<file path="config.mk">
export PLATFORM = sky130hd
export DESIGN_NAME = seg_display_arbiter
export DESIGN_NICKNAME = d
export VERILOG_FILES = /design/src/rtl/seg_arb_pkg.sv /design/src/rtl/seg7_decode.sv /design/src/rtl/seg_display_arbiter.sv
export SDC_FILE = /design/constraint.sdc
export NUM_CORES = 1
export LEC_CHECK = 0
export ABC_CLOCK_PERIOD_IN_PS = 3300
export CAP_MARGIN = 20
export CORE_AREA = 10 10 89 169
export DETAILED_ROUTE_END_ITERATION = 10
export DIE_AREA = 0 0 99 179
export DONT_BUFFER_PORTS = 1
export SLEW_MARGIN = 20
export SYNTH_ARGS = -nofsm -noshare
export SYNTH_HDL_FRONTEND = slang
export SYNTH_SLANG_ARGS = --single-unit
</file>
<file path="constraint.sdc">
create_clock -name clk_100Mhz -period 3.3 [get_ports clk_100Mhz]
set_clock_uncertainty 0.1 [all_clocks]
set_input_delay 0.66 -clock clk_100Mhz [delete_from_list [all_inputs] [get_ports clk_100Mhz]]
set_output_delay 0.66 -clock clk_100Mhz [all_outputs]
set_load 0.01 [all_outputs]
</file>
<file path="src/rtl/seg_arb_pkg.sv">
// ============================================================================
// Module      : seg_arb_pkg
// Description : Shared types and constants for the seven-segment arbiter.
// Revision    : 1.0 - initial release
// ============================================================================
`default_nettype none

package seg_arb_pkg;

   typedef enum logic [1:0] {
      IDLE   = 2'd0,
      OWN    = 2'd1,
      SWITCH = 2'd2
   } arb_state_t;

   localparam logic [3:0] CODE_DASH  = 4'd10;
   localparam logic [3:0] CODE_BLANK = 4'd15;

   // Segment patterns, bit order gfedcba, active high
   localparam logic [6:0] SEG_0     = 7'b0111111;
   localparam logic [6:0] SEG_1     = 7'b0000110;
   localparam logic [6:0] SEG_2     = 7'b1011011;
   localparam logic [6:0] SEG_3     = 7'b1001111;
   localparam logic [6:0] SEG_4     = 7'b1100110;
   localparam logic [6:0] SEG_5     = 7'b1101101;
   localparam logic [6:0] SEG_6     = 7'b1111101;
   localparam logic [6:0] SEG_7     = 7'b0000111;
   localparam logic [6:0] SEG_8     = 7'b1111111;
   localparam logic [6:0] SEG_9     = 7'b1101111;
   localparam logic [6:0] SEG_DASH  = 7'b1000000;
   localparam logic [6:0] SEG_BLANK = 7'b0000000;

endpackage

`default_nettype wire

</file>
<file path="src/rtl/seg7_decode.sv">
// ============================================================================
// Module      : seg7_decode
// Description : 4-bit digit code to gfedcba segment pattern (10 = dash).
// Revision    : 1.0 - initial release
// ============================================================================
`default_nettype none

module seg7_decode
   import seg_arb_pkg::*;
(
   input  logic [3:0] i_code,
   output logic [6:0] o_seg
);

   always_comb begin
      o_seg = SEG_BLANK;
      case (i_code)
         4'd0:       o_seg = SEG_0;
         4'd1:       o_seg = SEG_1;
         4'd2:       o_seg = SEG_2;
         4'd3:       o_seg = SEG_3;
         4'd4:       o_seg = SEG_4;
         4'd5:       o_seg = SEG_5;
         4'd6:       o_seg = SEG_6;
         4'd7:       o_seg = SEG_7;
         4'd8:       o_seg = SEG_8;
         4'd9:       o_seg = SEG_9;
         CODE_DASH:  o_seg = SEG_DASH;
         CODE_BLANK: o_seg = SEG_BLANK;
         default:    o_seg = SEG_BLANK;
      endcase
   end

endmodule

`default_nettype wire

</file>
<file path="src/rtl/seg_display_arbiter.sv">
// ============================================================================
// Module      : seg_display_arbiter
// Description : Fixed-priority owner arbitration with minimum hold and
//               multiplexed 8-digit scan. Optional macro SEG_ARB_BLINK_EN
//               blinks the display while the top requester owns it.
// Revision    : 1.0 - initial release
// ============================================================================
`default_nettype none

module seg_display_arbiter
   import seg_arb_pkg::*;
#(
   parameter int NUM_REQ     = 3,
   parameter int SCAN_DIV    = 250000,
   parameter int HOLD_TICKS  = 400,
   parameter int BLINK_TICKS = 200
) (
   input  logic                    clk_100Mhz,
   input  logic                    reset,
   input  logic [NUM_REQ-1:0]      req,
   input  logic [NUM_REQ*32-1:0]   digits,
   input  logic [NUM_REQ*8-1:0]    digit_en,
   output logic [NUM_REQ-1:0]      grant,
   output logic [6:0]              segment_display,
   output logic [7:0]              AN,
   output logic                    scan_tick
);

   localparam int c_IW = (NUM_REQ > 1) ? $clog2(NUM_REQ) : 1;
   localparam int c_PW = (SCAN_DIV > 1) ? $clog2(SCAN_DIV) : 1;
   localparam int c_HW = $clog2(HOLD_TICKS + 1);
   localparam logic [c_PW-1:0]    c_PRESC_MAX = c_PW'(SCAN_DIV - 1);
   localparam logic [c_HW-1:0]    c_HOLD_MAX  = c_HW'(HOLD_TICKS);
   localparam logic [c_IW-1:0]    c_TOP       = c_IW'(NUM_REQ - 1);
   localparam logic [NUM_REQ-1:0] c_ONE       = NUM_REQ'(1);

   arb_state_t          r_state, w_state_nxt;
   logic [NUM_REQ-1:0]  r_grant, w_grant_nxt;
   logic [c_PW-1:0]     r_presc;
   logic [2:0]          r_idx;
   logic [c_HW-1:0]     r_hold;
   logic [7:0]          r_an;
   logic [6:0]          r_seg;
   logic                w_tick;
   logic                w_any_req;
   logic                w_own_req;
   logic                w_grant_chg;
   logic                w_blink_off;
   logic [c_IW-1:0]     w_own_idx;
   logic [c_IW-1:0]     w_hi_idx;
   logic [31:0]         w_sel_digits;
   logic [7:0]          w_sel_en;
   logic [3:0]          w_code;
   logic [6:0]          w_seg;
   logic [7:0]          w_an_raw;

   assign w_tick    = (r_presc == c_PRESC_MAX);
   assign w_any_req = |req;
   assign w_own_req = |(req & r_grant);

   always_ff @(posedge clk_100Mhz) begin
      if (reset) begin
         r_presc <= '0;
         r_idx   <= '0;
      end else begin
         r_presc <= w_tick ? '0 : r_presc + 1'b1;
         if (w_tick)
            r_idx <= r_idx + 3'd1;
      end
   end

   // Owner slice select and highest pending request
   always_comb begin
      w_own_idx    = '0;
      w_hi_idx     = '0;
      w_sel_digits = '0;
      w_sel_en     = '0;
      for (int r = 0; r < NUM_REQ; r++) begin
         if (r_grant[r]) begin
            w_own_idx    = c_IW'(r);
            w_sel_digits = digits[r*32 +: 32];
            w_sel_en     = digit_en[r*8 +: 8];
         end
         if (req[r])
            w_hi_idx = c_IW'(r);
      end
   end

   always_ff @(posedge clk_100Mhz) begin
      if (reset) begin
         r_state <= IDLE;
         r_grant <= '0;
      end else begin
         r_state <= w_state_nxt;
         r_grant <= w_grant_nxt;
      end
   end

   always_comb begin
      w_state_nxt = r_state;
      w_grant_nxt = r_grant;
      case (r_state)
         IDLE: begin
            if (w_any_req) begin
               w_state_nxt = OWN;
               w_grant_nxt = c_ONE << w_hi_idx;
            end
         end
         OWN: begin
            // Release wins over any simultaneous higher request
            if (!w_own_req) begin
               w_state_nxt = SWITCH;
               w_grant_nxt = '0;
            end else if ((w_hi_idx > w_own_idx) &&
                         ((w_hi_idx == c_TOP) || (r_hold == c_HOLD_MAX))) begin
               w_grant_nxt = c_ONE << w_hi_idx;
            end
         end
         SWITCH: begin
            if (w_tick) begin
               if (w_any_req) begin
                  w_state_nxt = OWN;
                  w_grant_nxt = c_ONE << w_hi_idx;
               end else begin
                  w_state_nxt = IDLE;
               end
            end
         end
         default: begin
            w_state_nxt = IDLE;
            w_grant_nxt = '0;
         end
      endcase
   end

   assign w_grant_chg = (w_grant_nxt != r_grant);

   always_ff @(posedge clk_100Mhz) begin
      if (reset || w_grant_chg)
         r_hold <= '0;
      else if (w_tick && (r_hold != c_HOLD_MAX))
         r_hold <= r_hold + 1'b1;
   end

`ifdef SEG_ARB_BLINK_EN
   localparam int c_BW = (BLINK_TICKS > 1) ? $clog2(2 * BLINK_TICKS) : 1;
   localparam logic [c_BW-1:0] c_BLINK_LAST = c_BW'(2 * BLINK_TICKS - 1);
   localparam logic [c_BW-1:0] c_BLINK_HALF = c_BW'(BLINK_TICKS);

   logic [c_BW-1:0] r_blink;

   always_ff @(posedge clk_100Mhz) begin
      if (reset || w_grant_chg)
         r_blink <= '0;
      else if (w_tick && r_grant[NUM_REQ-1])
         r_blink <= (r_blink == c_BLINK_LAST) ? '0 : r_blink + 1'b1;
   end

   // Visible half first, then dark half
   assign w_blink_off = r_grant[NUM_REQ-1] && (r_blink >= c_BLINK_HALF);
`else
   assign w_blink_off = 1'b0;
`endif

   assign w_code   = w_sel_digits[{r_idx, 2'b00} +: 4];
   assign w_an_raw = w_sel_en & (8'd1 << r_idx);

   seg7_decode u_decode (
      .i_code (w_code),
      .o_seg  (w_seg)
   );

   always_ff @(posedge clk_100Mhz) begin
      if (reset) begin
         r_an  <= '0;
         r_seg <= '0;
      end else if (w_tick) begin
         if (|r_grant) begin
            r_an  <= w_blink_off ? 8'd0 : w_an_raw;
            r_seg <= w_seg;
         end else begin
            r_an  <= '0;
            r_seg <= '0;
         end
      end
   end

   assign grant           = r_grant;
   assign AN              = r_an;
   assign segment_display = r_seg;
   assign scan_tick       = w_tick;

endmodule

`default_nettype wire

</file>
==> impl_metrics.yaml <==
outcome:
  status: "complete, no violations"
yosys:
  syn_area_um2: 3643
  ys_seq_area_share_pct: 27.47
  ys_warn_count: 0
  synth-edff-count: 0
  synthCells: 428
  yosys.area.top_type: "dfxtp_1"
  yosys.area.top_type_share_pct: 27.47
  synthDistinctLibCells: 58
  avgSynthCellArea_um2: 8.513
  synthesis.nets: 570
  ys_ff_latch: 50
  async_flop_share_pct: 0
  synthFlopType: "dfxtp_1"
  synthTopCellsByArea: "dfxtp_1 (27%), mux2i_1 (10%), ha_1 (5.8%), nor2_1 (4.4%), o21ai_0 (4.0%)"
sta:
  fin_crit_ps: 2810
  finalCritPeriodShare_pct: 85.16
  setup_viol: 0
  setup-tns-final_ps: 0
  max-slew-margin-rel_pct: 38.16
  holdWs_ps: 322.1
  hold_viol_final: 0
  drv_slew: 0
  rsz0062_at_grt: "false"
  max_freq_mhz: 355.8
  tightest_slew_ps: 924.7
drt:
  vias_per_cell: 5.530
  antenna_left: 0
  totalWireLength_mm: 11.61
  drt_iter0_drc: 141
  wire_per_inst_um: 20.23
  drc: 0
  firstDrtPassIters: 4
  vias: 3174
setup_path:
  cpMaxStageDelayCell: "dfxtp_1"
  path_class: "flip-flop to flip-flop"
  endpoint_kind: "flip-flop"
  crit_required_ps: 3380
  critPathTopFamily: "compound AO/OA/AOI/OAI gates"
  cp_cell_sequence: "inv_1, ha_1, a21oi_1, a211oi_4, a21oi_1, o32ai_2, a21oi_1, o21ai_4, nor2_1"
  crit_buf_inv: 1
  timing.critical_path.mode_cell: "a21oi_1"
  path_max_fanout: 16
  critPathLaunchType: "flip-flop"
  worstPathArrival_ps: 2890
  slowest_delay_ps: 670
global_routing:
  grt_pass1_wl_mm: 18.24
  grt_max_degree: 19
  grt_pass1_vias: 3213
  grt.overflow.total: 0
  grt_usage_pct: 12.74
  antenna_found_initial: 0
clock_network:
  cts_root_buf: "clkbuf_16"
  insertion_delay_ps: 290
  postCtsHoldBufs: 0
  postCtsResizedCells: 0
  cts_tree: "yes"
  htree_levels: 2
  path_clk_slew_ps: 70
  cts_buffers: 5
  cts_setup_buffers: 0
  cts_buffer_depth: 2
  cts_num_sinks: 50
placed_design:
  dp_hpwl_mm: 9.498
  port_buffers: 0
  gp_congestion: 0.8619
die:
  io_pins: 144
  start_util_pct: 29.36
  row_count: 58
  core-area_um2: 12410
  die_area_um2: 17720
  die_h_um: 179
  dieWidth_um: 99
power_and_ir_drop:
  p_per_area_nw_per_um2: 380.5
  power_uw: 1519
  vdd_drop_max_v: 0.0002613
  p_leak_uw: 0.001389
cells_and_area:
  drive_above_1_share_pct: 10.14
  area_growth_syn_to_layout_pct: 9.581
  insertedDiodeCount: 0
  fin_nets: 565
run:
  cap_viol_max_count: 0
worst_hold_path:
  hold_path.class: "primary input to flip-flop"
[per-stage QoR]
stage / utilization, % / setup slack (ps) / instance area [µm²] / std cells
4_1_cts: 32.17 / 488.3 / 3993 / 574
3_5_place_dp: 30.78 / 485.3 / 3820 / 566
2_1_floorplan: - / 409.6 / 3643 / 428
3_3_place_gp: 30.78 / 531.4 / 3820 / 566
6_report: 32.17 / 489.6 / 3993 / 574
5_1_grt: 32.17 / 213.2 / 3993 / 574
[worst paths after layout]
path         depth (start not counted)       start    endpoint  slack [ps]
max                                  9    grant[2]   r_hold[7]         490
min reg2reg                          1  r_presc[0]  r_presc[0]         350
max reg2reg                          9    grant[2]   r_hold[7]         490
min                                  1       reset    grant[1]         320
[Yosys cell counts (all sizes together) (12+ instances only)]
library cell	number
ha	17
a22oi	13
inv	14
nor2	43
mux2i	37
xor2	12
buf	13
dfxtp	50
nand3	15
o21ai	31
nand2	35
a21oi	15
[sequential cells by signal (all words and copies together), names as in the netlist]
register and flops:
AN 8, grant 3, r_hold 9, r_idx 3, r_presc 18, r_state 2, segment_display 7
[routing by layer]
layer | vias to the layer above | part of all wire, % | global-route usage (%)
met1 | 1437 | 40 | 14.57
li1 | 1564 | - | -
met5 | - | 0 | 0
met4 | 0 | 1.5 | 3.301
met2 | 161 | 47 | 21.32
met3 | 12 | 11 | 5.249
[where the power goes]
part	total (µW)	leakage, µW	switching [µW]	internal (µW)
logic	276	0.000901	153	124
clock network	608	0.0000844	246	362
registers	635	0.000404	22.1	612
total	1520	0.00139	421	1100
[cell families after synthesis]
group	share of synthesized area [%]
flops	27.47
compound gates	21.74
fa+ha+maj	5.838
simple gates	20.64
mux	14.18
xor+xnor	5.529
buf+inv	4.602
[cell type report]
| cell class | count | area, µm² |
|---|---|---|
| flip-flops and latches | 50 | 1002 |
| clock inverters | 3 | 47.55 |
| clock buffers | 5 | 125.1 |
| fillers | 1296 | 8417 |
| multi-input cells | 340 | 2475 |
| inverters | 14 | 52.55 |
| repair buffers | 12 | 102.6 |
| well taps | 150 | 187.7 |
[cells in the final DEF (no fill, tap or decap), types with 3 or more instances in the layout]
cell type / n
a22o_1: 3
a22oi_1: 13
xor2_1: 12
nand4_1: 4
a221o_1: 9
mux2i_1: 37
buf_4: 11
o21ai_0: 29
and2_1: 5
inv_1: 14
nand3b_1: 11
a211oi_1: 9
o211ai_1: 7
and3_1: 8
nor2_1: 43
dfxtp_1: 49
nand3_1: 14
mux2_2: 9
a21oi_1: 14
ha_1: 17
clkbuf_16: 5
nand2_1: 35
xnor2_1: 11
o22ai_1: 7
or3_1: 5
[worst reg2reg max path, cell delays in order (launching register included)]
cell and delay, ps:
dfxtp_1 670, inv_1 130, ha_1 370, a21oi_1 120, a211oi_4 360, a21oi_1 140
o32ai_2 280, a21oi_1 150, o21ai_4 280, nor2_1 90
Power figures use the tool's default switching activity.
